## config.mk

```make
export PLATFORM = sky130hd
export DESIGN_NAME = alu_control
export DESIGN_NICKNAME = d
export VERILOG_FILES = /design/src/rtl/alu_pkg.sv /design/src/rtl/alu_decoder.sv /design/src/rtl/alu_control.sv
export SDC_FILE = /design/constraint.sdc
export NUM_CORES = 1
export LEC_CHECK = 0
export CAP_MARGIN = 10
export CORE_AREA = 2 2 122 124
export DETAILED_ROUTE_END_ITERATION = 10
export DIE_AREA = 0 0 124 126
export PLACE_DENSITY = 0.83
export SLEW_MARGIN = 20
export SYNTH_ARGS = -nofsm -noshare
export SYNTH_HDL_FRONTEND = slang
export SYNTH_SLANG_ARGS = --single-unit
export TNS_END_PERCENT = 50
```

## constraint.sdc

```tcl
create_clock -name clk -period 2.25 [get_ports clk]
set_input_delay 0.225 -clock clk [delete_from_list [all_inputs] [get_ports clk]]
set_output_delay 0.225 -clock clk [all_outputs]
set_load 0.02 [all_outputs]
```

## src/rtl/alu_pkg.sv

```systemverilog
// rtl/alu_pkg.sv - shared constants and state type for the ALU control block
package alu_pkg;

    localparam logic [3:0] ALU_SEL_AND = 4'b0000;
    localparam logic [3:0] ALU_SEL_OR  = 4'b0001;
    localparam logic [3:0] ALU_SEL_ADD = 4'b0010;

    localparam logic [6:0] OP_RTYPE  = 7'b0110011;
    localparam logic [6:0] OP_ITYPE  = 7'b0010011;
    localparam logic [6:0] OP_BRANCH = 7'b1100011;

    localparam logic [2:0] F3_ADD = 3'b000;
    localparam logic [2:0] F3_AND = 3'b111;
    localparam logic [2:0] F3_OR  = 3'b110;
    localparam logic [2:0] F3_BEQ = 3'b000;
    localparam logic [2:0] F3_BNE = 3'b001;

    typedef enum logic [1:0] {
        S_IDLE = 2'd0,
        S_NEG  = 2'd1,
        S_EXEC = 2'd2,
        S_RESP = 2'd3
    } state_t;

endpackage

```

## src/rtl/alu_decoder.sv

```systemverilog
// rtl/alu_decoder.sv - combinational instruction-field decode for alu_control
module alu_decoder
    import alu_pkg::*;
(
    input  logic [6:0] i_op_code,
    input  logic [2:0] i_funct3,
    input  logic       i_funct7_5,
    output logic [3:0] o_sel,
    output logic       o_needs_neg,
    output logic       o_is_branch,
    output logic       o_branch_ne,
    output logic       o_illegal
);

    always_comb begin
        o_sel       = ALU_SEL_AND;
        o_needs_neg = 1'b0;
        o_is_branch = 1'b0;
        o_branch_ne = 1'b0;
        o_illegal   = 1'b1;
        case (i_op_code)
            OP_RTYPE: begin
                case (i_funct3)
                    F3_ADD: begin
                        o_sel       = ALU_SEL_ADD;
                        o_needs_neg = i_funct7_5;
                        o_illegal   = 1'b0;
                    end
                    F3_AND: begin
                        o_sel     = ALU_SEL_AND;
                        o_illegal = 1'b0;
                    end
                    F3_OR: begin
                        o_sel     = ALU_SEL_OR;
                        o_illegal = 1'b0;
                    end
                    default: o_illegal = 1'b1;
                endcase
            end
            OP_ITYPE: begin
                case (i_funct3)
                    F3_ADD: begin
                        o_sel     = ALU_SEL_ADD;
                        o_illegal = 1'b0;
                    end
                    F3_AND: begin
                        o_sel     = ALU_SEL_AND;
                        o_illegal = 1'b0;
                    end
                    F3_OR: begin
                        o_sel     = ALU_SEL_OR;
                        o_illegal = 1'b0;
                    end
                    default: o_illegal = 1'b1;
                endcase
            end
            OP_BRANCH: begin
                // Branches compare by subtracting; zero flag decides taken
                case (i_funct3)
                    F3_BEQ: begin
                        o_sel       = ALU_SEL_ADD;
                        o_needs_neg = 1'b1;
                        o_is_branch = 1'b1;
                        o_illegal   = 1'b0;
                    end
                    F3_BNE: begin
                        o_sel       = ALU_SEL_ADD;
                        o_needs_neg = 1'b1;
                        o_is_branch = 1'b1;
                        o_branch_ne = 1'b1;
                        o_illegal   = 1'b0;
                    end
                    default: o_illegal = 1'b1;
                endcase
            end
            default: o_illegal = 1'b1;
        endcase
    end

endmodule

```

## src/rtl/alu_control.sv

```systemverilog
// rtl/alu_control.sv - sequences operand passes through an external ALU per request
module alu_control
    import alu_pkg::*;
#(
    parameter int ANCHO = 32
) (
    input  logic             clk,
    input  logic             rst,
    input  logic             req_valid,
    output logic             req_ready,
    input  logic [6:0]       op_code,
    input  logic [2:0]       funct3,
    input  logic             funct7_5,
    input  logic [ANCHO-1:0] rs1_val,
    input  logic [ANCHO-1:0] rs2_val,
    output logic [ANCHO-1:0] alu_a,
    output logic [ANCHO-1:0] alu_b,
    output logic [3:0]       alu_sel,
    input  logic [ANCHO-1:0] alu_out,
    input  logic             alu_z,
    input  logic             alu_cout,
    output logic             rsp_valid,
    input  logic             rsp_ready,
    output logic [ANCHO-1:0] rsp_result,
    output logic             rsp_zero,
    output logic             rsp_carry,
    output logic             rsp_taken,
    output logic             rsp_illegal
);

    state_t r_state;
    state_t w_next;

    logic [3:0]       w_sel;
    logic             w_needs_neg;
    logic             w_is_branch;
    logic             w_branch_ne;
    logic             w_illegal;

    logic [ANCHO-1:0] r_rs1;
    logic [3:0]       r_sel;
    logic             r_is_branch;
    logic             r_branch_ne;
    logic [ANCHO-1:0] r_alu_a;
    logic [ANCHO-1:0] r_alu_b;
    logic [3:0]       r_alu_sel;
    logic [ANCHO-1:0] r_rsp_result;
    logic             r_rsp_zero;
    logic             r_rsp_carry;
    logic             r_rsp_taken;
    logic             r_rsp_illegal;

    alu_decoder u_dec (
        .i_op_code   (op_code),
        .i_funct3    (funct3),
        .i_funct7_5  (funct7_5),
        .o_sel       (w_sel),
        .o_needs_neg (w_needs_neg),
        .o_is_branch (w_is_branch),
        .o_branch_ne (w_branch_ne),
        .o_illegal   (w_illegal)
    );

    always_ff @(posedge clk) begin
        if (rst) r_state <= S_IDLE;
        else     r_state <= w_next;
    end

    always_comb begin
        w_next = r_state;
        case (r_state)
            S_IDLE: begin
                if (req_valid) begin
                    if (w_illegal)        w_next = S_RESP;
                    else if (w_needs_neg) w_next = S_NEG;
                    else                  w_next = S_EXEC;
                end
            end
            S_NEG:   w_next = S_EXEC;
            S_EXEC:  w_next = S_RESP;
            S_RESP:  if (rsp_ready) w_next = S_IDLE;
            default: w_next = S_IDLE;
        endcase
    end

    always_ff @(posedge clk) begin
        if (rst) begin
            r_rs1         <= '0;
            r_sel         <= ALU_SEL_AND;
            r_is_branch   <= 1'b0;
            r_branch_ne   <= 1'b0;
            r_alu_a       <= '0;
            r_alu_b       <= '0;
            r_alu_sel     <= ALU_SEL_AND;
            r_rsp_result  <= '0;
            r_rsp_zero    <= 1'b0;
            r_rsp_carry   <= 1'b0;
            r_rsp_taken   <= 1'b0;
            r_rsp_illegal <= 1'b0;
        end else begin
            case (r_state)
                S_IDLE: begin
                    if (req_valid) begin
                        r_rs1       <= rs1_val;
                        r_sel       <= w_sel;
                        r_is_branch <= w_is_branch;
                        r_branch_ne <= w_branch_ne;
                        if (w_illegal) begin
                            r_rsp_result  <= '0;
                            r_rsp_zero    <= 1'b0;
                            r_rsp_carry   <= 1'b0;
                            r_rsp_taken   <= 1'b0;
                            r_rsp_illegal <= 1'b1;
                        end else if (w_needs_neg) begin
                            // Two's-complement negate of rs2 using the external adder
                            r_alu_a   <= ~rs2_val;
                            r_alu_b   <= ANCHO'(1);
                            r_alu_sel <= ALU_SEL_ADD;
                        end else begin
                            r_alu_a   <= rs1_val;
                            r_alu_b   <= rs2_val;
                            r_alu_sel <= w_sel;
                        end
                    end
                end
                S_NEG: begin
                    r_alu_a   <= r_rs1;
                    r_alu_b   <= alu_out;
                    r_alu_sel <= r_sel;
                end
                S_EXEC: begin
                    r_rsp_result  <= alu_out;
                    r_rsp_zero    <= alu_z;
                    r_rsp_carry   <= alu_cout;
                    r_rsp_taken   <= r_is_branch & (alu_z ^ r_branch_ne);
                    r_rsp_illegal <= 1'b0;
                    r_alu_sel     <= ALU_SEL_AND;
                end
                default: ;
            endcase
        end
    end

    assign req_ready   = (r_state == S_IDLE);
    assign rsp_valid   = (r_state == S_RESP);
    assign alu_a       = r_alu_a;
    assign alu_b       = r_alu_b;
    assign alu_sel     = r_alu_sel;
    assign rsp_result  = r_rsp_result;
    assign rsp_zero    = r_rsp_zero;
    assign rsp_carry   = r_rsp_carry;
    assign rsp_taken   = r_rsp_taken;
    assign rsp_illegal = r_rsp_illegal;

endmodule

```

### Yosys cells after proc, flatten, opt, wreduce, memory -nomap -nowiden

Index checks and enable logic that the tools add are counted.

| storage, ports and cells | value |
|---|---|
| word-level logic and storage cells | 82 |
| bits in registers | 144 |
| bits of input ports | 113 |
| output and inout bits | 106 |

| operators by class | value |
|---|---|
| muxes and demuxes | 40 |
| equality and inequality tests | 13 |
| reduce and logical (&&, ||, !) cells | 13 |
| bitwise gates (word level) | 3 |

Operators by type and width:

| operator | number |
|---|---|
| $mux 32 | 8 |
| $pmux 32 s2 | 3 |
| $not 32->32 | 1 |
| $mux 4 | 3 |
| $pmux 1 s2 | 6 |
| $pmux 4 s3 | 1 |
| $mux 1 | 11 |
| $mux 2 | 5 |
| $reduce_and 3->1 | 3 |
| $pmux 2 s4 | 1 |
| $pmux 4 s2 | 1 |
| $eq 7x5->1 const B | 1 |
| $eq 7x6->1 const B | 1 |
| $eq 7x7->1 const B | 1 |
| $eq 3x3->1 const B | 2 |
| $eq 2x2->1 const B | 2 |
| $ne 2x1->1 const B | 2 |
| $ne 2x2->1 const B | 2 |
| $pmux 2 s2 | 1 |
| $reduce_and 2->1 | 2 |
| $reduce_bool 2->1 | 2 |
| $reduce_or 2->1 | 2 |
| $eq 3x1->1 const B | 1 |
| $logic_not 3->1 | 1 |
| 6 further kinds | 6 |

### Longest topological paths before layout

| depth | value |
|---|---|
| depth after elaboration | 8 |
| gate-level depth with buffers | 10 |
| depth with buffers taken out | 7 |

### Cells and area by module

From an unflattened synthesis, not the netlist that was laid out.

| second synthesis, totals | value |
|---|---|
| cell total of the unflattened synthesis | 786 |
| area, all modules | 6947.9 um^2 |

By module, submodules not included:

| module | cells each | seq. area each (um^2) | times used | area an instance (um^2) |
|---|---|---|---|---|
| alu_control | 771 | 2882.8 | 1 | 6807.8 |
| alu_decoder | 15 | 0.0 | 1 | 140.1 |

### Worst setup path before layout

OpenSTA, ideal clock, no wires.

| path | value |
|---|---|
| kind | reg2reg |
| start | register r_state[0] |
| end | register r_alu_b[10], in the netlist alu_b[10] |
| data arrival time | 2.060 ns |
| stages on the path, launching flop included | 11 |
| clock period less this slack | 2.192 ns |
| required time | 2.118 ns |
| path buffers | 3 |
| slack | 0.058 ns |
| library setup time | 0.132 ns |
| cell sequence | dfxtp_1 -> inv_1 -> ha_1 -> buf_2 -> nand2_1 -> a2111o_1 -> and2_1 -> buf_2 -> buf_4 -> a221oi_2 -> nor3_1 |

| between the ends | value |
|---|---|
| word-level cells in the longest chain between the ends | 3 |
| elaborated cells on any way between the ends | 7 |
| classes of those cells | eq/ne (3); mux (1); reduce/logical (3) |

Ends and longest elaborated chain:

| element | line | source |
|---|---|---|
| start, declared | alu_control.sv:31 | `state_t r_state;` |
| start signal, assigned | alu_control.sv:66 | `else r_state <= w_next;` |
| $logic_not 2->1 (*) | -- |  |
| named net req_ready | alu_control.sv:10 | `output logic req_ready,` |
| $ne 2x2->1 (no line) or $reduce_bool 2->1 (tied branches) | -- |  |
| $reduce_and 3->1 (no line) | -- |  |
| end signal, assigned | alu_control.sv:121 | `r_alu_b <= rs2_val;` |
| end signal, assigned | alu_control.sv:128 | `r_alu_b <= alu_out;` |
| end, declared | alu_control.sv:45 | `logic [ANCHO-1:0] r_alu_b;` |

The timed path passes the listed nets; every way through them passes the cells marked *.
A chain may end at the register's enable or synchronous reset.

### Worst setup path in the final report

| path | value |
|---|---|
| start | register r_state[1] |
| end | output req_ready |

| between the ends | value |
|---|---|
| word-level cells in the longest chain between the ends | 1 |

Ends and longest elaborated chain:

| element | line | source |
|---|---|---|
| $logic_not 2->1 | alu_control.sv:144 | `assign req_ready = (r_state == S_IDLE);` |
| end, declared | alu_control.sv:10 |  |

Every way passes these cells.

==> results by group <==
Worst setup path
  – Slowest cell delay on critical path: 620 ps
  – Worst Path Arrival: 1890 ps
  – Worst Path Max Fanout: 10
  – Top delay family on crit path: buffers and inverters
  – Worst path slowest cell: clkdlybuf4s50_1
  – CP required: 2030 ps
  – Startpoint types: register
  – Critical path buffers and inverters: 3
  – Crit path kind: reg -> out
  – CP cell instances: inv_1, ha_2, buf_4, clkdlybuf4s50_1
  – Worst setup EP type: output pin

Timing
  – Final worst setup slack: 133 ps
  – Period utilization: 94.1%
  – Maximum clock frequency: 472 MHz
  – Worst-Margin Slew: 786 ps
  – Crit path time final: 2120 ps
  – RSZ-0062 raised after global routing: no
  – Rel. slew slack: 47.6%
  – Setup violators final: 0
  – Clock skew: 7.70 ps
  – Max-slew violation count: 0
  – Endpoints failing hold: 0
  – WHS: 261 ps

Routing
  – Antenna Nets Post-Route: 0
  – DRC: 0
  – First drt pass iteration count: 5
  – Detailed Route Iter0 Violations: 486
  – Average wire per standard cell: 18.1 um
  – DR vias/cell: 5.70
  – Via count: 6,516
  – Wirelength, routed: 20,700 um

CTS
  – TritonCTS clock tree: yes
  – Post-CTS Hold Buffers: 0
  – Clock Latency Late Sink: 420 ps
  – CTS clk-pin slew, worst paths: 60 ps
  – Num CTS Buffers: 17
  – Post-CTS setup buffers: 0
  – Root Driver: clkbuf_16
  – H-tree depth reported by CTS: 4
  – # clock sinks: 140
  – CTS Buffer Depth: 2

Placement
  – Dpl ws: -134 ps
  – Placed cell areas: 9040 um^2
  – IO Port Bufs: 216
  – HPWL Detailed: 13,800 um
  – Placer congestion estimate: 0.834

Finish
  – # fillers: 1,150
  – FF/Latch Area: 2800 um^2
  – Final Net Count: 1,064
  – Number of antenna cells inserted: 0
  – Footprint of the multi-input gates: 3290 um^2
  – Layout cells sized above 1: 15.1%
  – Final instance area: 9690 um^2
  – Area Overhead vs Synth: 50.3%

Floorplanning
  – Die area: 15,600 um^2
  – Top-level I/O count: 219
  – # rows: 44
  – DIE HEIGHT: 126 um
  – Initial Util: 45.0%
  – Die width: 124 um
  – Core Box Area: 14,300 um^2

Global routing
  – M3 GR Usage: 6.93%
  – Initial antenna violation count: 0
  – Busiest grt layer: met2
  – Global-route wire length before repair: 32,300 um
  – GRT Resource Usage Total: 26.4%
  – Met1 Track Usage GR: 32.9%
  – GRT Residual Overflow: 0
  – Largest net degree at the start of global routing: 64
  – GRT met2 Usage: 43.0%
  – Vias in the first global route: 6,341

Run status
  – Status: finished, final reports clean

Synth
  – Yosys reg bits: 140
  – Syn Area/Cell: 8.64 um^2
  – Asr flop ratio synth: 0%
  – Mapped Cells: 746
  – Ys Warns: 0
  – Post-synth EDFFs: 0
  – Mapped Area: 6440 um^2
  – Ys flop type: dfxtp_1
  – Cell variety after synth: 47
  – Seq/Total Area, Yosys: 43.5%

Job
  – MaxCap Viol Count: 0

Power and ir drop
  – Overall power: 0.0119 W
  – Leakage: 3.48 nW
  – Peak VDD IR: 0.000678 V
  – Pwr per Cell Area: 1230 nW/um^2

Min path
  – Min-Delay Path Class: in -> reg
sequential cells by signal, indices dropped and copies added (netlist names), 2 cells and up:
| name | cells |
|---|---|
| alu_a | 32 |
| alu_b | 32 |
| alu_sel | 2 |
| r_rs1 | 32 |
| r_sel | 2 |
| r_state | 2 |
| rsp_result | 32 |
cells in the mapped netlist, types with 6 or more instances:
library cell / count / area (um^2)
nand2_1: 110 / 413
inv_1: 6 / 22.5
buf_6: 7 / 78.8
buf_1: 6 / 22.5
buf_4: 6 / 45.0
nor3_1: 64 / 320
nand3_1: 38 / 190
nor2_1: 72 / 270
dfxtp_1: 140 / 2800
clkbuf_1: 32 / 120
a211o_1: 32 / 280
a211oi_2: 30 / 375
a221oi_2: 27 / 405
buf_2: 24 / 120
a21oi_1: 105 / 526
cell type report:
type,instances,share of cell area (%)
Sequential cell,140,28.9
Clock buffer,20,4.71
Multi-Input combinational cell,526,33.9
Timing Repair Buffer,256,27.8
Clock inverter,11,1.96
Tap cell,184,2.38
Inverter,6,0.232
power by group:
part	total [W]	internal [W]	switching (W)
sequential	0.00339	0.00307	0.000319
clock	0.00309	0.00202	0.00107
combinational	0.00541	0.00227	0.00314
what timing repair did:
| action | CTS | global route |
|---|---|---|
| endpoints found under the setup margin | 0 | 1 |
| gates resized for setup | 0 | 1 |
| hold endpoints to repair | 0 | 0 |
metal layers:
layer / routed length [um] / up-vias
li1: - / 3078
met1: 8330 / 3088
met2: 10000 / 304
met3: 1780 / 46
met4: 522 / 0
met5: 0 / -
logic make-up after synthesis:
logic type / share of synthesized area [%]
and+or+nand+nor: 21.2
AOI/OAI and AO/OA: 27.8
DFF: 43.5
buffers and inverters: 6.35
adders and majority gates: 0.777
other: 0.0582
xor gates and xnor gates: 0.136
muxes: 0.155
placed cells by master, fill, tap and decap left out, types with 5 or more instances in the layout:
master and count:
inv_1 6, nor3_1 63, nand3_1 38, a21oi_1 105, clkbuf_16 17, a211o_1 32, bufinv_16 5, clkdlybuf4s50_1 215
buf_4 22, buf_12 19, a211oi_2 30, nor2_1 72, a221oi_2 27, nand2_1 108, a211oi_1 5, dfxtp_1 140
final timing paths:
check	from	to	slack, ps	cells past startpoint
max	r_state[1]$_SDFFE_PP0P_	req_ready	130	4
min	rst	r_rs1[12]$_SDFFE_PP0P_	260	2
max reg2reg	r_state[1]$_SDFFE_PP0P_	alu_a[20]$_SDFFE_PP0P_	170	9
min reg2reg	rsp_result[27]$_SDFFE_PP0P_	rsp_result[27]$_SDFFE_PP0P_	450	2
through the flow:
stage | std cells | setup TNS, ps | utilization (%)
6_report | 1143 | 0 | 67.7
5_1_grt | 1143 | 0 | 67.7
4_1_cts | 1143 | 0 | 67.7
3_5_place_dp | 1112 | -5750 | 63.1
3_3_place_gp | 1112 | -2300 | 63.1
2_1_floorplan | 747 | 0 | -
worst register-to-register path: stages (launching register included):
cell and delay (ps):
dfxtp_1 340, inv_1 120, ha_2 210, buf_4 180, nor2b_1 80, a41oi_1 230
and2_4 270, buf_12 220, a21oi_1 100, a211oi_2 250
(Power assumes the default switching activity.)
